--- src/rtl/hazard_ctrl_gen2_if.sv ---
// Bus between the five-stage datapath and the hazard controller.
// Register indices and stage controls flow in; forwarding, stall, flush and counter values flow out.
interface hazard_ctrl_gen2_if #(
  parameter int REG_WIDTH = 4,
  parameter int CNT_WIDTH = 16
);
  logic [REG_WIDTH-1:0] rsD;
  logic [REG_WIDTH-1:0] rtD;
  logic                 useRsD;
  logic                 useRtD;
  logic [REG_WIDTH-1:0] rsE;
  logic [REG_WIDTH-1:0] rtE;
  logic [REG_WIDTH-1:0] rtM;
  logic [REG_WIDTH-1:0] WriteRegE;
  logic [REG_WIDTH-1:0] WriteRegM;
  logic [REG_WIDTH-1:0] WriteRegW;
  logic                 RegWriteE;
  logic                 RegWriteM;
  logic                 RegWriteW;
  logic                 MemReadE;
  logic                 MemReadW;
  logic                 MemWriteM;
  logic                 branch_taken;
  logic                 jump;
  logic [1:0]           fwd_a;
  logic [1:0]           fwd_b;
  logic                 mem_fwd;
  logic                 pc_stall;
  logic                 if_id_stall;
  logic                 flush_if_id;
  logic                 flush_id_ex;
  logic                 flush_ex_mem;
  logic                 busy;
  logic [CNT_WIDTH-1:0] stall_count;
  logic [CNT_WIDTH-1:0] flush_count;

  modport master (
    output rsD, rtD, useRsD, useRtD, rsE, rtE, rtM,
    output WriteRegE, WriteRegM, WriteRegW, RegWriteE, RegWriteM, RegWriteW,
    output MemReadE, MemReadW, MemWriteM, branch_taken, jump,
    input  fwd_a, fwd_b, mem_fwd, pc_stall, if_id_stall,
    input  flush_if_id, flush_id_ex, flush_ex_mem, busy, stall_count, flush_count
  );

  modport slave (
    input  rsD, rtD, useRsD, useRtD, rsE, rtE, rtM,
    input  WriteRegE, WriteRegM, WriteRegW, RegWriteE, RegWriteM, RegWriteW,
    input  MemReadE, MemReadW, MemWriteM, branch_taken, jump,
    output fwd_a, fwd_b, mem_fwd, pc_stall, if_id_stall,
    output flush_if_id, flush_id_ex, flush_ex_mem, busy, stall_count, flush_count
  );
endinterface

--- src/rtl/hazard_ctrl_gen2.sv ---
// Second-generation hazard controller: EX/MEM operand forwarding, load-use stalls and
// branch/jump flushes driven by a small IDLE/LDSTALL/BFLUSH FSM, plus saturating event counters.
module hazard_ctrl_gen2 #(
  parameter int REG_WIDTH         = 4,
  parameter int FLUSH_CYCLES      = 3,
  parameter int LOAD_STALL_CYCLES = 1,
  parameter int ZERO_REG_EN       = 1,
  parameter int CNT_WIDTH         = 16
) (
  input logic               clk,
  input logic               rst,
  hazard_ctrl_gen2_if.slave bus
);

  typedef enum logic [1:0] {
    ST_IDLE    = 2'd0,
    ST_LDSTALL = 2'd1,
    ST_BFLUSH  = 2'd2
  } state_t;

  localparam int MAX_CYC = (FLUSH_CYCLES > LOAD_STALL_CYCLES) ? FLUSH_CYCLES : LOAD_STALL_CYCLES;
  localparam int RC_W    = (MAX_CYC > 2) ? $clog2(MAX_CYC) : 1;

  localparam logic [RC_W-1:0]      REM_ZERO  = {RC_W{1'b0}};
  localparam logic [RC_W-1:0]      REM_ONE   = RC_W'(1);
  localparam logic [RC_W-1:0]      FL_RELOAD = RC_W'(FLUSH_CYCLES - 1);
  localparam logic [RC_W-1:0]      LD_RELOAD = RC_W'(LOAD_STALL_CYCLES - 1);
  localparam logic [CNT_WIDTH-1:0] CNT_ZERO  = {CNT_WIDTH{1'b0}};
  localparam logic [CNT_WIDTH-1:0] CNT_MAX   = {CNT_WIDTH{1'b1}};
  localparam logic [CNT_WIDTH-1:0] CNT_ONE   = CNT_WIDTH'(1);

  state_t               r_state;
  state_t               w_state_nxt;
  logic [RC_W-1:0]      r_rem;
  logic [RC_W-1:0]      w_rem_nxt;
  logic [CNT_WIDTH-1:0] r_stall_count;
  logic [CNT_WIDTH-1:0] r_flush_count;

  logic [1:0] w_fwd_a;
  logic [1:0] w_fwd_b;
  logic       w_mem_fwd;
  logic       w_lu;
  logic       w_stall;
  logic       w_flush_if_id;
  logic       w_flush_id_ex;
  logic       w_flush_ex_mem;

  // A producer matches when it writes the same index; r0 is a hard zero when ZERO_REG_EN is set.
  function automatic logic f_match(
    input logic [REG_WIDTH-1:0] src,
    input logic [REG_WIDTH-1:0] dst,
    input logic                 we
  );
    f_match = we && (src == dst) &&
              !((ZERO_REG_EN != 0) && (dst == {REG_WIDTH{1'b0}}));
  endfunction

  // Operand forwarding, store-data forwarding and load-use detection; MEM beats WB.
  always_comb begin
    w_fwd_a = 2'b00;
    w_fwd_b = 2'b00;
    if (f_match(bus.rsE, bus.WriteRegM, bus.RegWriteM)) begin
      w_fwd_a = 2'b01;
    end else if (f_match(bus.rsE, bus.WriteRegW, bus.RegWriteW)) begin
      w_fwd_a = 2'b10;
    end else begin
      w_fwd_a = 2'b00;
    end
    if (f_match(bus.rtE, bus.WriteRegM, bus.RegWriteM)) begin
      w_fwd_b = 2'b01;
    end else if (f_match(bus.rtE, bus.WriteRegW, bus.RegWriteW)) begin
      w_fwd_b = 2'b10;
    end else begin
      w_fwd_b = 2'b00;
    end
    w_mem_fwd = bus.MemWriteM && bus.MemReadW && f_match(bus.rtM, bus.WriteRegW, bus.RegWriteW);
    w_lu      = bus.MemReadE &&
                ((bus.useRsD && f_match(bus.rsD, bus.WriteRegE, bus.RegWriteE)) ||
                 (bus.useRtD && f_match(bus.rtD, bus.WriteRegE, bus.RegWriteE)));
  end

  // Next state and Mealy stall/flush outputs; priority is branch > load-use > jump.
  always_comb begin
    w_state_nxt    = r_state;
    w_rem_nxt      = r_rem;
    w_stall        = 1'b0;
    w_flush_if_id  = 1'b0;
    w_flush_id_ex  = 1'b0;
    w_flush_ex_mem = 1'b0;
    case (r_state)
      ST_IDLE: begin
        if (bus.branch_taken) begin
          w_flush_if_id  = 1'b1;
          w_flush_id_ex  = 1'b1;
          w_flush_ex_mem = 1'b1;
          if (FLUSH_CYCLES > 1) begin
            w_state_nxt = ST_BFLUSH;
            w_rem_nxt   = FL_RELOAD;
          end else begin
            w_state_nxt = ST_IDLE;
            w_rem_nxt   = REM_ZERO;
          end
        end else if (w_lu) begin
          // The jump (if any) sits in the stalled ID slot and is re-decoded afterwards.
          w_stall       = 1'b1;
          w_flush_id_ex = 1'b1;
          if (LOAD_STALL_CYCLES > 1) begin
            w_state_nxt = ST_LDSTALL;
            w_rem_nxt   = LD_RELOAD;
          end else begin
            w_state_nxt = ST_IDLE;
            w_rem_nxt   = REM_ZERO;
          end
        end else if (bus.jump) begin
          w_flush_if_id = 1'b1;
        end else begin
          w_state_nxt = ST_IDLE;
        end
      end
      ST_BFLUSH: begin
        w_flush_if_id  = 1'b1;
        w_flush_id_ex  = 1'b1;
        w_flush_ex_mem = 1'b1;
        if (bus.branch_taken) begin
          w_rem_nxt = FL_RELOAD;
        end else if (r_rem <= REM_ONE) begin
          w_state_nxt = ST_IDLE;
          w_rem_nxt   = REM_ZERO;
        end else begin
          w_rem_nxt = r_rem - REM_ONE;
        end
      end
      ST_LDSTALL: begin
        if (bus.branch_taken) begin
          w_flush_if_id  = 1'b1;
          w_flush_id_ex  = 1'b1;
          w_flush_ex_mem = 1'b1;
          if (FLUSH_CYCLES > 1) begin
            w_state_nxt = ST_BFLUSH;
            w_rem_nxt   = FL_RELOAD;
          end else begin
            w_state_nxt = ST_IDLE;
            w_rem_nxt   = REM_ZERO;
          end
        end else begin
          w_stall       = 1'b1;
          w_flush_id_ex = 1'b1;
          if (r_rem <= REM_ONE) begin
            w_state_nxt = ST_IDLE;
            w_rem_nxt   = REM_ZERO;
          end else begin
            w_rem_nxt = r_rem - REM_ONE;
          end
        end
      end
      default: begin
        w_state_nxt = ST_IDLE;
        w_rem_nxt   = REM_ZERO;
      end
    endcase
  end

  // FSM state and remaining-cycle register.
  always_ff @(posedge clk) begin
    if (rst) begin
      r_state <= ST_IDLE;
      r_rem   <= REM_ZERO;
    end else begin
      r_state <= w_state_nxt;
      r_rem   <= w_rem_nxt;
    end
  end

  // Saturating stall/flush event counters.
  always_ff @(posedge clk) begin
    if (rst) begin
      r_stall_count <= CNT_ZERO;
      r_flush_count <= CNT_ZERO;
    end else begin
      if (w_stall && (r_stall_count != CNT_MAX)) begin
        r_stall_count <= r_stall_count + CNT_ONE;
      end else begin
        r_stall_count <= r_stall_count;
      end
      if (w_flush_if_id && (r_flush_count != CNT_MAX)) begin
        r_flush_count <= r_flush_count + CNT_ONE;
      end else begin
        r_flush_count <= r_flush_count;
      end
    end
  end

  assign bus.fwd_a        = w_fwd_a;
  assign bus.fwd_b        = w_fwd_b;
  assign bus.mem_fwd      = w_mem_fwd;
  assign bus.pc_stall     = w_stall;
  assign bus.if_id_stall  = w_stall;
  assign bus.flush_if_id  = w_flush_if_id;
  assign bus.flush_id_ex  = w_flush_id_ex;
  assign bus.flush_ex_mem = w_flush_ex_mem;
  assign bus.busy         = (r_state != ST_IDLE);
  assign bus.stall_count  = r_stall_count;
  assign bus.flush_count  = r_flush_count;

endmodule

--- src/flat_wrapper.sv ---
// flat-port wrapper written by rule: the top's interface ports become plain ports
module hazard_ctrl_gen2_flat 
#(
  parameter int REG_WIDTH         = 4,
  parameter int FLUSH_CYCLES      = 3,
  parameter int LOAD_STALL_CYCLES = 1,
  parameter int ZERO_REG_EN       = 1,
  parameter int CNT_WIDTH         = 16
)
  (clk, rst, bus_rsD, bus_rtD, bus_useRsD, bus_useRtD, bus_rsE, bus_rtE, bus_rtM, bus_WriteRegE, bus_WriteRegM, bus_WriteRegW, bus_RegWriteE, bus_RegWriteM, bus_RegWriteW, bus_MemReadE, bus_MemReadW, bus_MemWriteM, bus_branch_taken, bus_jump, bus_fwd_a, bus_fwd_b, bus_mem_fwd, bus_pc_stall, bus_if_id_stall, bus_flush_if_id, bus_flush_id_ex, bus_flush_ex_mem, bus_busy, bus_stall_count, bus_flush_count);
  hazard_ctrl_gen2_if #(.REG_WIDTH(REG_WIDTH), .CNT_WIDTH(CNT_WIDTH)) bus_i ();
  input logic clk;
  input logic rst;
  input wire logic [$bits(bus_i.rsD)-1:0] bus_rsD;
  input wire logic [$bits(bus_i.rtD)-1:0] bus_rtD;
  input wire logic [$bits(bus_i.useRsD)-1:0] bus_useRsD;
  input wire logic [$bits(bus_i.useRtD)-1:0] bus_useRtD;
  input wire logic [$bits(bus_i.rsE)-1:0] bus_rsE;
  input wire logic [$bits(bus_i.rtE)-1:0] bus_rtE;
  input wire logic [$bits(bus_i.rtM)-1:0] bus_rtM;
  input wire logic [$bits(bus_i.WriteRegE)-1:0] bus_WriteRegE;
  input wire logic [$bits(bus_i.WriteRegM)-1:0] bus_WriteRegM;
  input wire logic [$bits(bus_i.WriteRegW)-1:0] bus_WriteRegW;
  input wire logic [$bits(bus_i.RegWriteE)-1:0] bus_RegWriteE;
  input wire logic [$bits(bus_i.RegWriteM)-1:0] bus_RegWriteM;
  input wire logic [$bits(bus_i.RegWriteW)-1:0] bus_RegWriteW;
  input wire logic [$bits(bus_i.MemReadE)-1:0] bus_MemReadE;
  input wire logic [$bits(bus_i.MemReadW)-1:0] bus_MemReadW;
  input wire logic [$bits(bus_i.MemWriteM)-1:0] bus_MemWriteM;
  input wire logic [$bits(bus_i.branch_taken)-1:0] bus_branch_taken;
  input wire logic [$bits(bus_i.jump)-1:0] bus_jump;
  output wire logic [$bits(bus_i.fwd_a)-1:0] bus_fwd_a;
  output wire logic [$bits(bus_i.fwd_b)-1:0] bus_fwd_b;
  output wire logic [$bits(bus_i.mem_fwd)-1:0] bus_mem_fwd;
  output wire logic [$bits(bus_i.pc_stall)-1:0] bus_pc_stall;
  output wire logic [$bits(bus_i.if_id_stall)-1:0] bus_if_id_stall;
  output wire logic [$bits(bus_i.flush_if_id)-1:0] bus_flush_if_id;
  output wire logic [$bits(bus_i.flush_id_ex)-1:0] bus_flush_id_ex;
  output wire logic [$bits(bus_i.flush_ex_mem)-1:0] bus_flush_ex_mem;
  output wire logic [$bits(bus_i.busy)-1:0] bus_busy;
  output wire logic [$bits(bus_i.stall_count)-1:0] bus_stall_count;
  output wire logic [$bits(bus_i.flush_count)-1:0] bus_flush_count;
  assign bus_i.rsD = bus_rsD;
  assign bus_i.rtD = bus_rtD;
  assign bus_i.useRsD = bus_useRsD;
  assign bus_i.useRtD = bus_useRtD;
  assign bus_i.rsE = bus_rsE;
  assign bus_i.rtE = bus_rtE;
  assign bus_i.rtM = bus_rtM;
  assign bus_i.WriteRegE = bus_WriteRegE;
  assign bus_i.WriteRegM = bus_WriteRegM;
  assign bus_i.WriteRegW = bus_WriteRegW;
  assign bus_i.RegWriteE = bus_RegWriteE;
  assign bus_i.RegWriteM = bus_RegWriteM;
  assign bus_i.RegWriteW = bus_RegWriteW;
  assign bus_i.MemReadE = bus_MemReadE;
  assign bus_i.MemReadW = bus_MemReadW;
  assign bus_i.MemWriteM = bus_MemWriteM;
  assign bus_i.branch_taken = bus_branch_taken;
  assign bus_i.jump = bus_jump;
  assign bus_fwd_a = bus_i.fwd_a;
  assign bus_fwd_b = bus_i.fwd_b;
  assign bus_mem_fwd = bus_i.mem_fwd;
  assign bus_pc_stall = bus_i.pc_stall;
  assign bus_if_id_stall = bus_i.if_id_stall;
  assign bus_flush_if_id = bus_i.flush_if_id;
  assign bus_flush_id_ex = bus_i.flush_id_ex;
  assign bus_flush_ex_mem = bus_i.flush_ex_mem;
  assign bus_busy = bus_i.busy;
  assign bus_stall_count = bus_i.stall_count;
  assign bus_flush_count = bus_i.flush_count;
  hazard_ctrl_gen2 #(.REG_WIDTH(REG_WIDTH), .FLUSH_CYCLES(FLUSH_CYCLES), .LOAD_STALL_CYCLES(LOAD_STALL_CYCLES), .ZERO_REG_EN(ZERO_REG_EN), .CNT_WIDTH(CNT_WIDTH)) u_core (.clk(clk), .rst(rst), .bus(bus_i));
endmodule
--- config.mk ---
export PLATFORM = sky130hd
export DESIGN_NAME = hazard_ctrl_gen2_flat
export DESIGN_NICKNAME = d
export VERILOG_FILES = /design/src/rtl/hazard_ctrl_gen2_if.sv /design/src/rtl/hazard_ctrl_gen2.sv /design/src/flat_wrapper.sv
export SDC_FILE = /design/constraint.sdc
export NUM_CORES = 1
export LEC_CHECK = 0
export CORE_MARGIN = 10
export CORE_UTILIZATION = 40
export CTS_CLUSTER_SIZE = 12
export DETAILED_ROUTE_END_ITERATION = 6
export MAX_ROUTING_LAYER = met4
export PLACE_DENSITY = 0.73
export SLEW_MARGIN = 15
export SYNTH_ARGS = -nofsm -noshare
export SYNTH_HDL_FRONTEND = slang
export SYNTH_SLANG_ARGS = --single-unit
export TNS_END_PERCENT = 5
--- constraint.sdc ---
create_clock -name clk -period 2.3 [get_ports clk]
set_clock_uncertainty 0.2 [all_clocks]
set_input_delay 0.23 -clock clk [delete_from_list [all_inputs] [get_ports clk]]
set_output_delay 0.23 -clock clk [all_outputs]
set_load 0.02 [all_outputs]
; ---- After elaboration in Yosys (flattened, before gate mapping)
; Index checks and enable logic that the tools add are counted.
[op_classes]
addsub = 3
n_lt_le_gt_ge = 1
n_eq_ne = 14
mux = 28
n_reduce_logical = 33
[op_table]
columns = cell, n
row1 = adder 16 x 1 -> 16 bit (second input constant), 2
row2 = != test 16 bit (second input constant), 2
row3 = == test 4 bit, 7
row4 = 2-to-1 mux 2 bit, 14
row5 = logical AND 1 bit, 21
row6 = zero test 4 bit, 3
row7 = 2-to-1 mux 1 bit, 8
row8 = one-hot mux 1 bit (2 select lines), 3
row9 = one-hot mux 2 bit (3 select lines), 1
row10 = != test 4 x 3 -> 1 bit (second input constant), 1
row11 = one-hot mux 2 bit (2 select lines), 1
row12 = OR reduction 2 bit, 2
row13 = zero test 1 bit, 3
row14 = != test 3 x 2 -> 1 bit (second input constant), 1
row15 = one-hot mux 1 bit (3 select lines), 1
row16 = == test 2 x 1 -> 1 bit (second input constant), 1
row17 = == test 2 bit (second input constant), 1
row18 = less-or-equal comparator 2 x 1 -> 1 bit (second input constant), 1
row19 = zero test 2 bit, 1
row20 = != test 2 bit (second input constant), 1
row21 = AND reduction 2 bit, 1
row22 = nonzero test 2 bit, 1
row23 = subtractor 2 x 1 -> 2 bit (second input constant), 1
row24 = logical OR 1 bit, 1
[word_totals]
ff_bits = 36
inputBits = 44
elab_cells = 83

; ---- Longest topological paths before layout
[depth]
word_depth = 10
mapped_depth = 11

; ---- Worst setup path after synthesis
; OpenSTA, ideal clock, no wires.
[synth_path]
path_kind = reg2reg
from = register u_core.r_flush_count[0], in the netlist u_core.bus.flush_count[0]
to = register u_core.r_flush_count[1], in the netlist u_core.bus.flush_count[1]
t_arrival_ps = 2094
path_slack_ps = -114
stages_incl_launch_ff = 10
n_path_buf = 2
period_less_slack_ps = 2414
cell_sequence = dfxtp_1 > ha_1 > nand3_1 > nor2_1 > nand4_1 > o21ai_0 > buf_2 > buf_2 > nor2_1 > mux2i_1
[synth_via]
elab_chain_cells = 2
word_cells_on_any_way = 3
[synth_lines]
columns = element, line
row1 = from (decl), hazard_ctrl_gen2.sv:37  ; logic [CNT_WIDTH-1:0] r_flush_count;
row2 = from (signal assigned), hazard_ctrl_gen2.sv:186  ; r_flush_count <= r_flush_count + CNT_ONE;
row3 = from (signal assigned), hazard_ctrl_gen2.sv:188  ; r_flush_count <= r_flush_count;
row4 = "parallel branches: the longest is 2 deep, another holds adder 16 x 1 -> 16 bit", n/a
; Parallel ways; which one is timed is not known.
; A chain may end at the register's enable or synchronous reset.

; ---- Worst setup path after layout
[layout_path]
from = input bus_WriteRegE[0]
to = register u_core.r_flush_count[7], in the netlist u_core.bus.flush_count[7]
[layout_via]
elab_chain_cells = 10
word_cells_on_any_way = 16
[layout_lines]
columns = element, line
row1 = from (decl), flat_wrapper.sv:21  ; input wire logic [$bits(bus_i.WriteRegE)-1:0] bus_WriteRegE;
row2 = == test 4 bit or zero test 4 bit (tied branches), "hazard_ctrl_gen2.sv:54, hazard_ctrl_gen2.sv:55"
row3 = logical AND 1 bit or zero test 1 bit (tied branches), "hazard_ctrl_gen2.sv:54, hazard_ctrl_gen2.sv:55"
row4 = logical AND 1 bit, hazard_ctrl_gen2.sv:54  ; f_match = we && (src == dst) &&
row5 = logical AND 1 bit (on tied branches), "hazard_ctrl_gen2.sv:78, hazard_ctrl_gen2.sv:79"
row6 = logical OR 1 bit *, hazard_ctrl_gen2.sv:78  ; ((bus.useRsD && f_match(bus.rsD, bus.WriteRegE, bus.RegWriteE)) ||
row7 = logical AND 1 bit *, hazard_ctrl_gen2.sv:77  ; w_lu = bus.MemReadE &&
row8 = 2-to-1 mux 1 bit *, hazard_ctrl_gen2.sv:103  ; end else if (w_lu) begin
row9 = 2-to-1 mux 1 bit *, hazard_ctrl_gen2.sv:92  ; if (bus.branch_taken) begin
row10 = one-hot mux 1 bit (3 select lines) *, hazard_ctrl_gen2.sv:90  ; case (r_state)
row11 = logical AND 1 bit *, hazard_ctrl_gen2.sv:185  ; if (w_flush_if_id && (r_flush_count != CNT_MAX)) begin
; Mark *: on every way between the ends. The rest lies on a longest branch, timed or not.

==> results.tsv <==
metric	value	unit
run_status	complete, no violations	
floorplan.initialDensity	41.7	%
drv.max_cap_violation_count	0	
ys_seq_area_share	29.0	%
leakage	1.48	nW
vias	2881	
wl_per_cell	15.5	um
slowest_cell_on_crit_path	sky130_fd_sc_hd__or4_4	
area_of_the_multi_input_gates	0.00182	sq mm
finalWeightedCongestion	0.872	
antenna_cells	0	
crit_path_start_kind	primary input	
slew_headroom	78.2	%
global_route.usage.total	15.8	%
post_synth_num_cell_types	48	
synth_area_leaders	sky130_fd_sc_hd__dfxtp_1 (29%), sky130_fd_sc_hd__xnor2_1 (8.5%), sky130_fd_sc_hd__a21oi_1 (6.0%)	
yosys.area_share.adder	3.02	%
final.min_clock_period	2.30	ns
die_width	98.8	um
drt_drc_violations_left	0	
grt_max_degree	45	
post-layout-total-power	1.54	mW
final_max_slew_viol_count	0	
die_height	98.8	um
cts_buffers	5	
timing.rr.end	u_core.bus.flush_count[7]$_SDFFE_PP0P_	
seq_area	722	sq um
final_nets	499	
hold_class	reg -> reg	
grt_first_pass_wirelength	13000	um
tritoncts_num_sinks	36	
setup_repair_after_global_routing_missed_its_margin	yes	
critical_path_peak_fanout	24	
number_of_antenna_violations_at_the_first_check_in_global_routing	0	
reg2regPathDepth	9	
most_frequent_cell_after_synthesis	sky130_fd_sc_hd__dfxtp_1	
clock_tree_buffer_depth	2	
ctsHtreeMaxLevel	2	
drt_pre_antenna_iters	6	
mean_instance_size_in_the_synthesized_netlist	7.98	sq um
synth.net_count	361	
yosysWarnings	0	
dieArea	0.00976	sq mm
worst_skew_pair.late_latency	0.30	ns
cp-startpoint	bus_WriteRegE[0]	
synth-edff-count	0	
fmaxAchievable	435	MHz
powerDensity	378	mW/mm^2
mappedNetlistArea	0.00248	sq mm
critPathMaxStageDelay	0.55	ns
syn_inst	311	
synth.top_cells.by_count	sky130_fd_sc_hd__dfxtp_1 (36), sky130_fd_sc_hd__a21oi_1 (30), sky130_fd_sc_hd__xnor2_1 (24)	
first_global_vias	2774	
post-synth-top-area-cell	sky130_fd_sc_hd__dfxtp_1	
placed_area	0.00382	sq mm
setup.reg_to_reg.worst_slack	0.09	ns
max_slew.worst_pin.slew	0.325	ns
final_layout_size_suffix_gt1_share	25.3	%
timing.critical_path.required	2.33	ns
yosys.area_share.simple	31.6	%
finish.instance_area	0.00408	sq mm
fillCellCount	503	
drt_first_iter_violations	148	
wl	8140	um
numPortBuffers	86	
clockRootBuffer	sky130_fd_sc_hd__clkbuf_8	
floorplan.io_pins	87	
fraction_of_the_mapped_netlist_area_in_compound_gates	18.6	%
placementRows	28	
vdd_ir_drop_max	0.238	mV
grt_overflow	0	
post_drt_via_cell_ratio	5.49	
placeableCoreArea	0.00596	sq mm
timing.critical_path.arrival	2.33	ns
final_min_period_over_clock_period	99.9	%
postSynthRegisterBits	36	
synth_top_family_by_area	simple AND/OR/NAND/NOR gates	
tritoncts	done	
synthesis_to_layout_area_growth	64.3	%
whs	0.301	ns
finalCoreUtilization	68.5	%
dp.final_hpwl	6220	um
synth.area.mux_share	4.33	%
synthFlopType	sky130_fd_sc_hd__dfxtp_1	
async_flop_share	0	%
timing.critical_path.to	u_core.bus.flush_count[7]$_SDFFE_PP0P_	
holdBufCountCts	0	
synth_top_area_share	29.0	%
criticalPathCategory	in -> reg	
clk_pin_slew_worst_paths	0.07	ns
setup_violations	0	
antenna_left	0	
critical_path_cell_list	dlygate4sd2_1 -> or4_4 -> nand3_2 -> or3_4 -> buf_4 -> a21boi_2 -> buf_12 -> or4b_1 -> a21oi_1	
regToRegStartpoint	u_core.r_state[0]$_SDFFE_PP0P_	
synth_xor_xnor_area_share	8.82	%
critPathCaptureType	register	
hold_violations	0	
## per-layer routing
| layer | vias to the layer above | track usage, % | share of wire [%] |
|---|---|---|---|
| met5 | - | - | 0 |
| met4 | 0 | 3.31 | 0.91 |
| met3 | 8 | 4.12 | 6.3 |
| met2 | 94 | 25.7 | 48 |
| li1 | 1450 | - | - |
| met1 | 1329 | 19.3 | 44 |
## kinds of logic (layout without fill, tap and decap cells)
kind of cell	count (synthesis)	after routing
and+or+nand+nor	135	135
AOI/OAI and AO/OA	74	74
DFF	36	36
xor gates and xnor gates	25	25
buffers and inverters	25	164
muxes	10	10
adders and majority gates	6	6
## worst min-delay path by stage
stage	slack [ns]	from	cells past startpoint	endpoint
floorplan	0.25	rst	2	u_core.bus.flush_count[5]$_SDFFE_PP0P_
global placement	0.28	u_core.r_rem[0]$_SDFFE_PP0P_	2	u_core.r_rem[0]$_SDFFE_PP0P_
detailed placement	0.29	u_core.bus.flush_count[10]$_SDFFE_PP0P_	2	u_core.bus.flush_count[10]$_SDFFE_PP0P_
CTS	0.30	u_core.bus.flush_count[10]$_SDFFE_PP0P_	2	u_core.bus.flush_count[10]$_SDFFE_PP0P_
global route	0.33	u_core.bus.flush_count[10]$_SDFFE_PP0P_	2	u_core.bus.flush_count[10]$_SDFFE_PP0P_
finish	0.30	u_core.bus.flush_count[10]$_SDFFE_PP0P_	2	u_core.bus.flush_count[10]$_SDFFE_PP0P_
## state kept, by name (all words and copies together), names as in the netlist
register and cells:
u_core.bus.flush_count 16, u_core.r_rem 2, u_core.bus.stall_count 16, u_core.r_state 2
## cells in the final DEF (no fill, tap or decap), types with 4 or more instances in the layout
master                             n
sky130_fd_sc_hd__a21oi_1          26
sky130_fd_sc_hd__clkbuf_8          5
sky130_fd_sc_hd__buf_4            58
sky130_fd_sc_hd__inv_1             8
sky130_fd_sc_hd__nor3_1            6
sky130_fd_sc_hd__nand3_1          17
sky130_fd_sc_hd__mux2i_1           4
sky130_fd_sc_hd__nor2_1           19
sky130_fd_sc_hd__or4_4             4
sky130_fd_sc_hd__mux2_2            4
sky130_fd_sc_hd__or4_1            10
sky130_fd_sc_hd__or3_1             8
sky130_fd_sc_hd__clkdlybuf4s50_1  70
sky130_fd_sc_hd__a21oi_2           4
sky130_fd_sc_hd__nand4_1          12
sky130_fd_sc_hd__nand2_1          14
sky130_fd_sc_hd__nand2b_1          5
sky130_fd_sc_hd__o31ai_1          13
sky130_fd_sc_hd__xnor2_1          23
sky130_fd_sc_hd__dlygate4sd2_1     7
sky130_fd_sc_hd__ha_1              4
sky130_fd_sc_hd__dfxtp_1          35
sky130_fd_sc_hd__o21ai_0          13
sky130_fd_sc_hd__nor2b_1           8
## what timing repair did
item,in CTS,in global routing
gates resized for setup,49,27
pin swaps,6,12
buffers inserted,0,2
endpoints found under the setup margin,40,32
gates cloned,0,0
## metrics by stage
step / cells / setup slack, ns / TNS [ns]
final: 525 / 0.00124 / 0
after global routing: 525 / -0.0962 / -0.895
after CTS: 523 / 0.000165 / 0
after detailed placement: 515 / -0.708 / -20.14
after global placement: 515 / -0.637 / -16.69
after floorplan: 311 / -0.00457 / -0.00657
## power breakdown
group | leakage, nW | switching (mW) | internal, mW | total [mW]
Clock | 0.0479 | 0.254 | 0.211 | 0.465
Sequential | 0.291 | 0.00879 | 0.633 | 0.642
Combinational | 1.14 | 0.201 | 0.235 | 0.436
Total | 1.48 | 0.463 | 1.08 | 1.54
## critical path: cells and delay by family
family                 cells  cell delay, ns
buffers and inverters      3            0.54
AOI/OAI and AO/OA          2            0.21
and+or+nand+nor            4            1.34
## final cells by class
class,instances,area share (%)
inverters,11,1.01
clock inverters,3,0.460
flip-flops and latches,36,17.7
well taps,75,2.30
clock buffers,5,1.69
repair buffers,145,32.3
multi-input cells,250,44.6
(Power assumes the default switching activity.)
